[src/rtl/noc_switch_allocator_if.sv]
// Flit handshake bundle between the router input buffers, the switch
// allocator and the output crossbar. The master side drives flits in and
// sinks the allocator's decisions; the slave side is the allocator.
interface noc_switch_allocator_if #(
    parameter int NUM_PORTS   = 5,
    parameter int ROUTE_WIDTH = 3,
    parameter int DEST_WIDTH  = 2
);
    logic [NUM_PORTS-1:0]             in_valid;
    logic [NUM_PORTS-1:0]             in_head;
    logic [NUM_PORTS-1:0]             in_tail;
    logic [NUM_PORTS*DEST_WIDTH-1:0]  in_dest;
    logic [NUM_PORTS-1:0]             in_ready;
    logic [NUM_PORTS-1:0]             out_ready;
    logic [NUM_PORTS-1:0]             out_valid;
    logic [NUM_PORTS*ROUTE_WIDTH-1:0] out_sel;

    modport master (
        output in_valid, in_head, in_tail, in_dest, out_ready,
        input  in_ready, out_valid, out_sel
    );

    modport slave (
        input  in_valid, in_head, in_tail, in_dest, out_ready,
        output in_ready, out_valid, out_sel
    );
endinterface

[src/rtl/noc_switch_allocator.sv]
// Wormhole switch allocator for one mesh router.
// Each output owns a small IDLE/LOCKED FSM, an owner register and a
// round-robin pointer. Head flits look up their output in the routing table;
// the output is held by its owner until the tail flit transfers.
//
// state     | meaning
// ST_IDLE   | output free, arbitrating among requesting head flits
// ST_LOCKED | output bound to owner_q, flits pass while out_ready is high
module noc_switch_allocator #(
    parameter int NUM_PORTS         = 5,
    parameter int NOC_NUM_ENDPOINTS = 4,
    parameter int ROUTE_WIDTH       = 3,
    parameter int DEST_WIDTH        = $clog2(NOC_NUM_ENDPOINTS)
) (
    input  logic                                  clk,
    input  logic                                  rst_n,
    input  logic [NOC_NUM_ENDPOINTS*ROUTE_WIDTH-1:0] routing_table,
    noc_switch_allocator_if.slave                 bus,
    output logic                                  route_err
);
    typedef enum logic {
        ST_IDLE   = 1'b0,
        ST_LOCKED = 1'b1
    } state_e;

    state_e                 state_q  [NUM_PORTS];
    state_e                 state_d  [NUM_PORTS];
    logic [ROUTE_WIDTH-1:0] owner_q  [NUM_PORTS];
    logic [ROUTE_WIDTH-1:0] owner_d  [NUM_PORTS];
    logic [ROUTE_WIDTH-1:0] rr_ptr_q [NUM_PORTS];
    logic [ROUTE_WIDTH-1:0] rr_ptr_d [NUM_PORTS];
    logic                   route_err_q;
    logic                   route_err_d;

    logic [ROUTE_WIDTH-1:0] route    [NUM_PORTS];
    logic [NUM_PORTS-1:0]   route_ok;
    logic [NUM_PORTS-1:0]   is_owner;
    logic [NUM_PORTS-1:0]   head_req;
    logic [NUM_PORTS-1:0]   req      [NUM_PORTS];
    logic [NUM_PORTS-1:0]   own_valid;
    logic [NUM_PORTS-1:0]   own_tail;
    logic [NUM_PORTS-1:0]   grant_found;

    // Route lookup per input and the per-output request matrix.
    always_comb begin
        route_ok = '0;
        is_owner = '0;
        head_req = '0;
        for (int i = 0; i < NUM_PORTS; i++) begin
            route[i] = '0;
            req[i]   = '0;
        end
        for (int i = 0; i < NUM_PORTS; i++) begin
            for (int e = 0; e < NOC_NUM_ENDPOINTS; e++) begin
                if (bus.in_dest[i*DEST_WIDTH +: DEST_WIDTH] == DEST_WIDTH'(e)) begin
                    route[i] = routing_table[e*ROUTE_WIDTH +: ROUTE_WIDTH];
                end
            end
            route_ok[i] = (32'(route[i]) < 32'(NUM_PORTS));
            for (int o = 0; o < NUM_PORTS; o++) begin
                if (state_q[o] == ST_LOCKED && owner_q[o] == ROUTE_WIDTH'(i)) begin
                    is_owner[i] = 1'b1;
                end
            end
            // An input that already owns an output never raises a new request.
            head_req[i] = bus.in_valid[i] & bus.in_head[i] & ~is_owner[i];
        end
        for (int o = 0; o < NUM_PORTS; o++) begin
            for (int i = 0; i < NUM_PORTS; i++) begin
                req[o][i] = head_req[i] & route_ok[i] & (route[i] == ROUTE_WIDTH'(o));
            end
        end
    end

    // Per-output FSM next state, round-robin grant and crossbar/handshake outputs.
    always_comb begin
        route_err_d   = route_err_q | (|(head_req & ~route_ok));
        bus.in_ready  = '0;
        bus.out_valid = '0;
        bus.out_sel   = '0;
        own_valid     = '0;
        own_tail      = '0;
        grant_found   = '0;
        for (int o = 0; o < NUM_PORTS; o++) begin
            state_d[o]  = state_q[o];
            owner_d[o]  = owner_q[o];
            rr_ptr_d[o] = rr_ptr_q[o];
            for (int i = 0; i < NUM_PORTS; i++) begin
                if (owner_q[o] == ROUTE_WIDTH'(i)) begin
                    own_valid[o] = bus.in_valid[i];
                    own_tail[o]  = bus.in_tail[i];
                end
            end
            case (state_q[o])
                ST_IDLE: begin
                    // First requester at or after rr_ptr, wrapping around.
                    for (int k = 0; k < NUM_PORTS; k++) begin
                        for (int i = 0; i < NUM_PORTS; i++) begin
                            if (!grant_found[o] && req[o][i] &&
                                ((32'(rr_ptr_q[o]) + 32'(k)) % 32'(NUM_PORTS)) == 32'(i)) begin
                                grant_found[o] = 1'b1;
                                owner_d[o]     = ROUTE_WIDTH'(i);
                                state_d[o]     = ST_LOCKED;
                            end
                        end
                    end
                end
                ST_LOCKED: begin
                    bus.out_valid[o]                         = own_valid[o];
                    bus.out_sel[o*ROUTE_WIDTH +: ROUTE_WIDTH] = owner_q[o];
                    for (int i = 0; i < NUM_PORTS; i++) begin
                        if (owner_q[o] == ROUTE_WIDTH'(i)) begin
                            bus.in_ready[i] = bus.out_ready[o];
                        end
                    end
                    if (own_valid[o] && bus.out_ready[o] && own_tail[o]) begin
                        state_d[o]  = ST_IDLE;
                        rr_ptr_d[o] = (owner_q[o] == ROUTE_WIDTH'(NUM_PORTS - 1)) ?
                                      '0 : owner_q[o] + ROUTE_WIDTH'(1);
                    end
                end
                default: state_d[o] = ST_IDLE;
            endcase
        end
    end

    // State registers with synchronous active-low reset.
    always_ff @(posedge clk) begin
        if (!rst_n) begin
            for (int o = 0; o < NUM_PORTS; o++) begin
                state_q[o]  <= ST_IDLE;
                owner_q[o]  <= '0;
                rr_ptr_q[o] <= '0;
            end
            route_err_q <= 1'b0;
        end else begin
            for (int o = 0; o < NUM_PORTS; o++) begin
                state_q[o]  <= state_d[o];
                owner_q[o]  <= owner_d[o];
                rr_ptr_q[o] <= rr_ptr_d[o];
            end
            route_err_q <= route_err_d;
        end
    end

    assign route_err = route_err_q;
endmodule

[src/flat_wrapper.sv]
// flat-port wrapper written by rule: the top's interface ports become plain ports
module noc_switch_allocator_flat 
#(
    parameter int NUM_PORTS         = 5,
    parameter int NOC_NUM_ENDPOINTS = 4,
    parameter int ROUTE_WIDTH       = 3,
    parameter int DEST_WIDTH        = $clog2(NOC_NUM_ENDPOINTS)
)
  (clk, rst_n, routing_table, route_err, bus_in_valid, bus_in_head, bus_in_tail, bus_in_dest, bus_out_ready, bus_in_ready, bus_out_valid, bus_out_sel);
  noc_switch_allocator_if #(.NUM_PORTS(NUM_PORTS), .ROUTE_WIDTH(ROUTE_WIDTH), .DEST_WIDTH(DEST_WIDTH)) bus_i ();
  input  logic clk;
  input  logic rst_n;
  input  logic [NOC_NUM_ENDPOINTS*ROUTE_WIDTH-1:0] routing_table;
  output logic route_err;
  input wire logic [$bits(bus_i.in_valid)-1:0] bus_in_valid;
  input wire logic [$bits(bus_i.in_head)-1:0] bus_in_head;
  input wire logic [$bits(bus_i.in_tail)-1:0] bus_in_tail;
  input wire logic [$bits(bus_i.in_dest)-1:0] bus_in_dest;
  input wire logic [$bits(bus_i.out_ready)-1:0] bus_out_ready;
  output wire logic [$bits(bus_i.in_ready)-1:0] bus_in_ready;
  output wire logic [$bits(bus_i.out_valid)-1:0] bus_out_valid;
  output wire logic [$bits(bus_i.out_sel)-1:0] bus_out_sel;
  assign bus_i.in_valid = bus_in_valid;
  assign bus_i.in_head = bus_in_head;
  assign bus_i.in_tail = bus_in_tail;
  assign bus_i.in_dest = bus_in_dest;
  assign bus_i.out_ready = bus_out_ready;
  assign bus_in_ready = bus_i.in_ready;
  assign bus_out_valid = bus_i.out_valid;
  assign bus_out_sel = bus_i.out_sel;
  noc_switch_allocator #(.NUM_PORTS(NUM_PORTS), .NOC_NUM_ENDPOINTS(NOC_NUM_ENDPOINTS), .ROUTE_WIDTH(ROUTE_WIDTH), .DEST_WIDTH(DEST_WIDTH)) u_core (.clk(clk), .rst_n(rst_n), .routing_table(routing_table), .bus(bus_i), .route_err(route_err));
endmodule
[config.mk]
export PLATFORM = sky130hd
export DESIGN_NAME = noc_switch_allocator_flat
export DESIGN_NICKNAME = d
export VERILOG_FILES = /design/src/rtl/noc_switch_allocator_if.sv /design/src/rtl/noc_switch_allocator.sv /design/src/flat_wrapper.sv
export SDC_FILE = /design/constraint.sdc
export NUM_CORES = 1
export LEC_CHECK = 0
export CORE_MARGIN = 1.5
export CORE_UTILIZATION = 35
export DETAILED_ROUTE_END_ITERATION = 7
export SYNTH_ARGS = -nofsm -noshare
export SYNTH_HDL_FRONTEND = slang
export SYNTH_SLANG_ARGS = --single-unit
[constraint.sdc]
create_clock -name clk -period 6.2 [get_ports clk]
set_input_delay 1.55 -clock clk [delete_from_list [all_inputs] [get_ports clk]]
set_output_delay 1.55 -clock clk [all_outputs]
set_load 0.02 [all_outputs]
==> results of run 1 <==
==> cell type report <==
cell class / instances / area [um^2] / area share [%]
Clock inverter: 3 / 90.1 / 0.595
Inverter: 120 / 450 / 2.97
Clock buffer: 5 / 125 / 0.826
Sequential cell: 36 / 721 / 4.76
Tap cell: 518 / 648 / 4.28
Antenna cell: 4 / 10.0 / 0.0661
Multi-Input combinational cell: 1711 / 12100 / 80.2
Timing Repair Buffer: 105 / 961 / 6.35
==> metal layers <==
layer	GRT usage (%)	routed length, um	vias to the layer above
met5	0	11	-
met3	1.93	2550	59
met4	5.18	905	2
li1	-	-	7504
met1	30.1	21100	7355
met2	35.3	21300	516
==> logic make-up (layout without fill, tap and decap cells) <==
logic type      count (synthesis)  count (layout)  synth area share [%]
simple gates                  786             786                  31.3
compound gates                653             653                  33.2
buf+inv                       216             233                  6.17
fa+ha+maj                     155             155                  14.2
mux                            78              78                  7.18
xor+xnor                       39              39                  2.69
flops                          36              36                  5.26
other cells                     0               4                     0
==> worst max-delay path, delay by kind of cell <==
family / cells / cell delay [ns]
muxes: 1 / 0.10
buffers and inverters: 2 / 1.16
AOI/OAI and AO/OA: 3 / 0.50
and+or+nand+nor: 4 / 0.48
==> cell usage in the layout (no fill, tap or decap), types with 13 or more instances in the layout <==
cell type | netlist | routed
nand3_1 | 59 | 59
nor3_1 | 59 | 59
nor2_1 | 194 | 194
and3_1 | 26 | 26
dfxtp_1 | 36 | 36
buf_4 | 1 | 36
nor2b_1 | 47 | 47
a21oi_1 | 137 | 137
a31oi_1 | 53 | 53
o31ai_1 | 14 | 14
o221ai_1 | 13 | 13
a221oi_1 | 15 | 15
xnor2_1 | 30 | 30
nor3b_1 | 22 | 22
nand4_1 | 20 | 20
nand2b_1 | 46 | 46
a311oi_1 | 15 | 15
a211oi_1 | 18 | 18
mux2i_1 | 54 | 54
nand2_1 | 129 | 129
a32oi_1 | 22 | 22
clkdlybuf4s50_1 | 0 | 69
nor4_1 | 19 | 18
o21ai_0 | 124 | 124
o22ai_1 | 23 | 23
inv_1 | 102 | 102
a21o_1 | 23 | 23
ha_1 | 154 | 154
or2_2 | 18 | 18
o21a_1 | 15 | 15
o211ai_1 | 21 | 21
and2_1 | 25 | 25
mux4_2 | 14 | 14
nand3b_1 | 27 | 27
or3_1 | 24 | 24
==> where the power goes <==
part	total [mW]	switching [mW]	internal, mW
combinational	0.747	0.447	0.299
sequential	0.309	0.0541	0.255
clock	0.376	0.104	0.271
total	1.43	0.606	0.826
==> how the worst min path moves through the flow <==
stage,from,end,slack (ns),cells after the start
5_1_grt,u_core.owner_q[1][1],u_core.owner_q[1][1],0.57,2
6_report,u_core.owner_q[1][1],u_core.owner_q[1][1],0.52,2
2_1_floorplan,u_core.owner_q[1][1],u_core.owner_q[1][1],0.48,2
4_1_cts,u_core.owner_q[1][1],u_core.owner_q[1][1],0.53,2
3_5_place_dp,u_core.owner_q[1][1],u_core.owner_q[1][1],0.52,2
3_3_place_gp,u_core.owner_q[1][1],u_core.owner_q[1][1],0.51,2
==> state kept, by name (all words and copies together), names as in the netlist <==
register	cells
u_core.rr_ptr_q	15
u_core.owner_q	15
u_core.state_q	5
u_core.route_err	1
==> stage by stage <==
stage	setup WS, ns	instances	total power [mW]
after global placement	0.898	2490	1.04
after detailed placement	0.852	2490	1.05
after floorplan	0.259	1963	0.825
after CTS	0.911	2498	1.42
after global routing	0.407	2500	1.53
final	0.866	2502	1.43
==> qor.csv, run 1 <==
stage;metric;value;unit
run_status;status;completed;
die;die width;201;um
route;antenna viol nets, final;0;
synthesis;Ys Warns;0;
clock_network;Clk pin slew, worst setup/hold paths;0.06;ns
synthesis;Primary FF master, synth;dfxtp_1;
route;TritonRoute pass-1 iters;6;
clock_network;htree depth;2;
synthesis;number of distinct library cells after synthesis;117;
placed_design;placed cell areas;0.0149;mm^2
sta;Slew @ Worst Pin;1.01;ns
route;DR iter-0 viols;1651;
critical_path;crit end category;output port;
synthesis;sequential area share after synthesis;5.26;%
die;die height;201;um
synthesis;most numerous cell in the Yosys netlist;nor2_1;
synthesis;syn nets;2162;
die;DIE AREA;0.0403;mm^2
critical_path;R2R cell count;22;
sta;Hold Slack;0.523;ns
critical_path;WP data required;4.65;ns
sta;unrepaired setup endpoints after global routing;false;
critical_path;Reg-to-Reg Start;u_core.rr_ptr_q[0][3];
power;Power Density;94.5;mW/mm^2
finish;Layout area overhead;10.6;%
sta;relative slew slack;31.4;%
die;CORE AREA;0.0386;mm^2
synthesis;Post-synth EDFFs;0;
sta;Final Hold Viols;0;
grt;antenna violations before repair;6;
finish;Fillers;4036;
power;maximum vdd drop;0.130;mV
synthesis;post-synth top area share;14.1;%
die;I/O pins;70;
sta;Max Fclk;0.187;GHz
clock_network;CTS tree;done;
placed_design;dpl hpwl;35700;um
critical_path;Reg-to-Reg End;u_core.owner_q[1][1];
clock_network;CTS root buffer;clkbuf_16;
sta;post-route clock period utilization;86.0;%
die;Starting Density;35.4;%
critical_path;crit path to;bus_in_ready[1];
worst_hold_path;Hold Path Class;reg2reg;
finish;Final Core Density;39.2;%
clock_network;cells resized by post-CTS repair;0;
finish;Design Area, Final;0.0151;mm^2
grt;global-route usage over all layers;21.5;%
clock_network;clock tree sinks;36;
synthesis;synthesized flop and latch total;36;
sta;Clock Skews;0.00672;ns
synthesis;most frequent cells after synthesis;nor2_1 (194), ha_1 (154), a21oi_1 (137), nand2_1 (129), o21ai_0 (124);
route;Residual DRC;0;
finish;NumNets Final;2178;
clock_network;TritonCTS Buffers;5;
route;wire length per cell;18.3;um
critical_path;Crit Path Class;in2out;
route;vias per cell;6.17;
job;Max Cap Violations;0;
critical_path;CP cell instances;clkdlybuf4s50_1, nand2_1, nor2_1, nand3_1, o21ai_0, nand2_1, o21ai_0, mux2i_1, a21oi_1, clkdlybuf4s50_1;
placed_design;number of buffers added on ports;69;
clock_network;Clock Latency Late Sink;0.29;ns
synthesis;Mapped Area;0.0137;mm^2
critical_path;maximum net fanout on the critical path;3;
critical_path;Worst Path Arrival;3.78;ns
route;DRT Wirelength;45900;um
sta;Final TNS setup;0;ns
grt;vias in the first global route;13900;
sta;Setup violations, final;0;
placed_design;routability cong.;0.977;
grt;largest net degree at the start of global routing;40;
clock_network;post-CTS setup buffers;0;
synthesis;synthesized area per cell;6.98;um^2
route;total number of vias;15400;
finish;layout cells sized above 1;7.93;%
critical_path;crit path launch type;input port;
synthesis;area leader, netlist;ha_1;
critical_path;crit-path max cell delay;0.68;ns
sta;min Tclk post-route;5.33;ns
critical_path;Worst Setup SP;bus_out_ready[0];
grt;first-pass GRT wire length;73100;um
critical_path;R2R Setup Slk;0.98;ns
power;leak pwr;5.67;nW
critical_path;CP max stage cell;clkdlybuf4s50_1;
grt;grt ovf;0;
sta;max-slew violations;0;
clock_network;Clock Tree Buf Depth;2;
synthesis;Post-synth ARST share;0;%
clock_network;Hold Buf Count CTS;0;
synthesis;Synth area leaders;ha_1 (14%), nor2_1 (5.3%), dfxtp_1 (5.3%), a21oi_1 (5.0%), o21ai_0 (4.5%);
synthesis;Mapped Cells;1963;
die;row cnt;72;
Note: power is estimated with default switching activity, not from simulation.
==> run 2, diff against run 1 <==
--- a/config.mk
+++ b/config.mk
@@ -8,6 +8,7 @@
 export CORE_MARGIN = 1.5
 export CORE_UTILIZATION = 35
 export DETAILED_ROUTE_END_ITERATION = 7
+export RECOVER_POWER = 100
 export SYNTH_ARGS = -nofsm -noshare
 export SYNTH_HDL_FRONTEND = slang
 export SYNTH_SLANG_ARGS = --single-unit
==> run 2 against run 1 <==
  * Final area decreased by 0.23%
  * Count of clock-buffer cells in the layout unchanged
  * Critical endpoint is now u_core.owner_q[3][2]
  * Largest cell class unchanged
  * Sequential share of layout area hardly changed
  * Sequential power is essentially flat
  * Critical path depth rose by 8
  * Maximum frequency fell by 2.6%
  * First-iteration DRC count shrank 4.2%
  * Via count hardly changed
==> qor.csv, run 2 (synthesis gave the netlist of run 1 again) <==
stage;metric;value;unit;change
run_status;status;completed;;
sta;unrepaired setup endpoints after global routing;false;;
route;total number of vias;15400;;-0.045%
clock_network;clock tree sinks;36;;unchanged
die;CORE AREA;0.0386;mm^2;unchanged
die;I/O pins;70;;unchanged
finish;Final Non-Filler Cells;2503;;+0.040%
sta;post-route clock period utilization;88.3;%;+2.3 points
critical_path;WP data required;6.36;ns;+1.71 ns
critical_path;R2R cell count;18;;-18%
sta;Slew @ Worst Pin;1.10;ns;+0.0890 ns
route;DR iter-0 viols;1582;;-4.2%
clock_network;post-CTS setup buffers;0;;unchanged
die;DIE AREA;0.0403;mm^2;unchanged
die;Starting Density;35.4;%;unchanged
grt;antenna violations before repair;8;;+2
clock_network;Hold Buf Count CTS;0;;unchanged
sta;relative slew slack;25.4;%;-6.0 points
sta;max-slew violations;0;;unchanged
grt;global-route usage over all layers;21.5;%;unchanged
grt;largest net degree at the start of global routing;40;;unchanged
critical_path;maximum net fanout on the critical path;14;;+11
power;Power Density;94.1;mW/mm^2;-0.43%
finish;layout cells sized above 1;7.63;%;-0.30 points
clock_network;TritonCTS Buffers;5;;unchanged
critical_path;CP cell instances;clkbuf_1, inv_1, ha_1, clkinv_1, ha_1, inv_1, ha_1, and3b_1, o311a_1, o21ai_0, a31oi_1, nor3_1, a311oi_2, nand4_1, nor4_1, a21oi_1, nor2_1, nor3_1;;
worst_hold_path;Hold Path Class;reg2reg;;
power;Logic pwr share;51.9;%;-0.2 points
clock_network;CTS root buffer;clkbuf_16;;
placed_design;number of buffers added on ports;69;;unchanged
finish;Largest regs;u_core.owner_q x15, u_core.rr_ptr_q x15, u_core.state_q x5;;
route;antenna viol nets, final;0;;unchanged
grt;grt ovf;0;;unchanged
critical_path;crit end category;flop;;
critical_path;Most common cell on crit path;ha_1;;
sta;Clock Skews;0.00674;ns;+0.0000165 ns
die;die height;201;um;unchanged
critical_path;Reg-to-Reg End;u_core.owner_q[3][2];;
finish;commonest cells after routing, fill and taps aside;nor2_1 (194), ha_1 (154), a21oi_1 (137);;
critical_path;crit path buf inv count;4;;+2
die;row cnt;72;;unchanged
power;maximum vdd drop;0.130;mV;+0.68%
critical_path;CP max stage cell;nor4_1;;
power;leak pwr;5.74;nW;+1.1%
clock_network;Clock Tree Buf Depth;2;;unchanged
route;DRT Wirelength;45700;um;-0.46%
sta;Setup violations, final;0;;unchanged
critical_path;Reg-to-Reg Start;u_core.rr_ptr_q[0][10];;
worst_hold_path;worst hold start;u_core.owner_q[1][1];;
sta;Max Fclk;0.183;GHz;-2.6%
route;wire length per cell;18.2;um;-0.50%
clock_network;CTS tree;done;;
route;Residual DRC;0;;unchanged
worst_hold_path;hold path depth;2;;unchanged
finish;NumNets Final;2178;;unchanged
finish;Fillers;4039;;+0.074%
critical_path;crit path launch type;flop;;
clock_network;Clk pin slew, worst setup/hold paths;0.06;ns;about the same
route;TritonRoute pass-1 iters;6;;unchanged
sta;min Tclk post-route;5.48;ns;+0.143 ns
critical_path;crit-path max cell delay;0.64;ns;-0.04 ns
placed_design;placed cell count;2490;;unchanged
power;Clk pwr share;26.3;%;about the same
power;Sw Share;42.4;%;+0.092 points
grt;vias in the first global route;13900;;unchanged
clock_network;Clock Latency Late Sink;0.29;ns;about the same
die;die width;201;um;unchanged
critical_path;Crit Path Class;reg2reg;;
power;Sw Pwr;0.603;mW;-0.45%
power;Int Power;0.819;mW;-0.82%
sta;Final Hold Viols;0;;unchanged
finish;commonest non-fill, non-tap cell in the layout;nor2_1;;
critical_path;R2R Setup Slk;0.72;ns;-0.26 ns
route;vias per cell;6.16;;about the same
critical_path;Worst Setup SP;u_core.rr_ptr_q[0][10];;
worst_hold_path;Worst Hold End;u_core.owner_q[1][1];;
power;sequential share of power;21.7;%;about the same
sta;Final TNS setup;0;ns;unchanged
critical_path;Worst Path Arrival;5.63;ns;+1.85 ns
placed_design;routability cong.;0.977;;unchanged
placed_design;dpl hpwl;35700;um;unchanged
critical_path;delay-heaviest family, CP;simple AND/OR/NAND/NOR gates;;
grt;first-pass GRT wire length;73100;um;unchanged
job;Max Cap Violations;0;;unchanged
clock_network;cells resized by post-CTS repair;0;;unchanged
finish;Layout area overhead;10.3;%;
clock_network;htree depth;2;;unchanged
-- run 2: area by class of cell --
| cell class | count | area, um^2 | area share (%) |
|---|---|---|---|
| inverters | 120 | 450 | 2.98 |
| repair buffers | 105 | 950 | 6.29 |
| flip-flops and latches | 36 | 721 | 4.77 |
| multi-input cells | 1711 | 12100 | 80.2 |
| clock buffers | 5 | 125 | 0.828 |
| clock inverters | 3 | 90.1 | 0.596 |
| well taps | 518 | 648 | 4.29 |
| diodes | 5 | 12.5 | 0.0828 |
-- run 2: worst max path at each step --
| stage | endpoint | cells past startpoint | slack, ns |
|---|---|---|---|
| after floorplan | u_core.owner_q[4][2] | 27 | 0.26 |
| after global placement | u_core.owner_q[0][2] | 12 | 0.90 |
| after detailed placement | u_core.owner_q[0][2] | 12 | 0.85 |
| after CTS | bus_in_ready[1] | 10 | 0.91 |
| after global routing | u_core.owner_q[0][1] | 19 | 0.24 |
| final | u_core.owner_q[3][2] | 18 | 0.72 |
-- run 2: worst reg2reg max path, stage by stage, from the launching register on --
cell and delay (ns):
dfxtp_1 0.30, clkbuf_1 0.55, inv_1 0.42, ha_1 0.42, clkinv_1 0.29, ha_1 0.30
inv_1 0.05, ha_1 0.27, and3b_1 0.26, o311a_1 0.16, o21ai_0 0.11, a31oi_1 0.43
nor3_1 0.16, a311oi_2 0.38, nand4_1 0.24, nor4_1 0.64, a21oi_1 0.19, nor2_1 0.12
nor3_1 0.05
-- run 2: routing by layer --
| layer | vias to the layer above | wire length [um] | track usage, % |
|---|---|---|---|
| met1 | 7384 | 20900 | 30.1 |
| li1 | 7502 | - | - |
| met2 | 486 | 21200 | 35.3 |
| met4 | 2 | 844 | 5.18 |
| met5 | - | 11 | 0 |
| met3 | 55 | 2650 | 1.93 |
-- run 2: power by group through the flow --
| stage | logic (mW) | clock network (mW) | registers, mW |
|---|---|---|---|
| global route | 0.814 | 0.395 | 0.314 |
| detailed placement | 0.733 | 0 | 0.312 |
| finish | 0.738 | 0.375 | 0.309 |
| floorplan | 0.546 | 0 | 0.280 |
| CTS | 0.736 | 0.381 | 0.308 |
| global placement | 0.725 | 0 | 0.312 |
-- run 2: through the flow --
| step | area, um^2 | setup WS, ns | total power [mW] | hold slack [ns] | utilization, % |
|---|---|---|---|---|---|
| final | 15100 | 0.724 | 1.42 | 0.527 | 39.1 |
| after detailed placement | 14900 | 0.852 | 1.05 | 0.523 | 38.6 |
| after global routing | 15100 | 0.243 | 1.52 | 0.569 | 39.1 |
| after global placement | 14900 | 0.898 | 1.04 | 0.511 | 38.6 |
| after CTS | 15100 | 0.911 | 1.42 | 0.532 | 39.2 |
| after floorplan | 13700 | 0.259 | 0.825 | 0.483 | - |
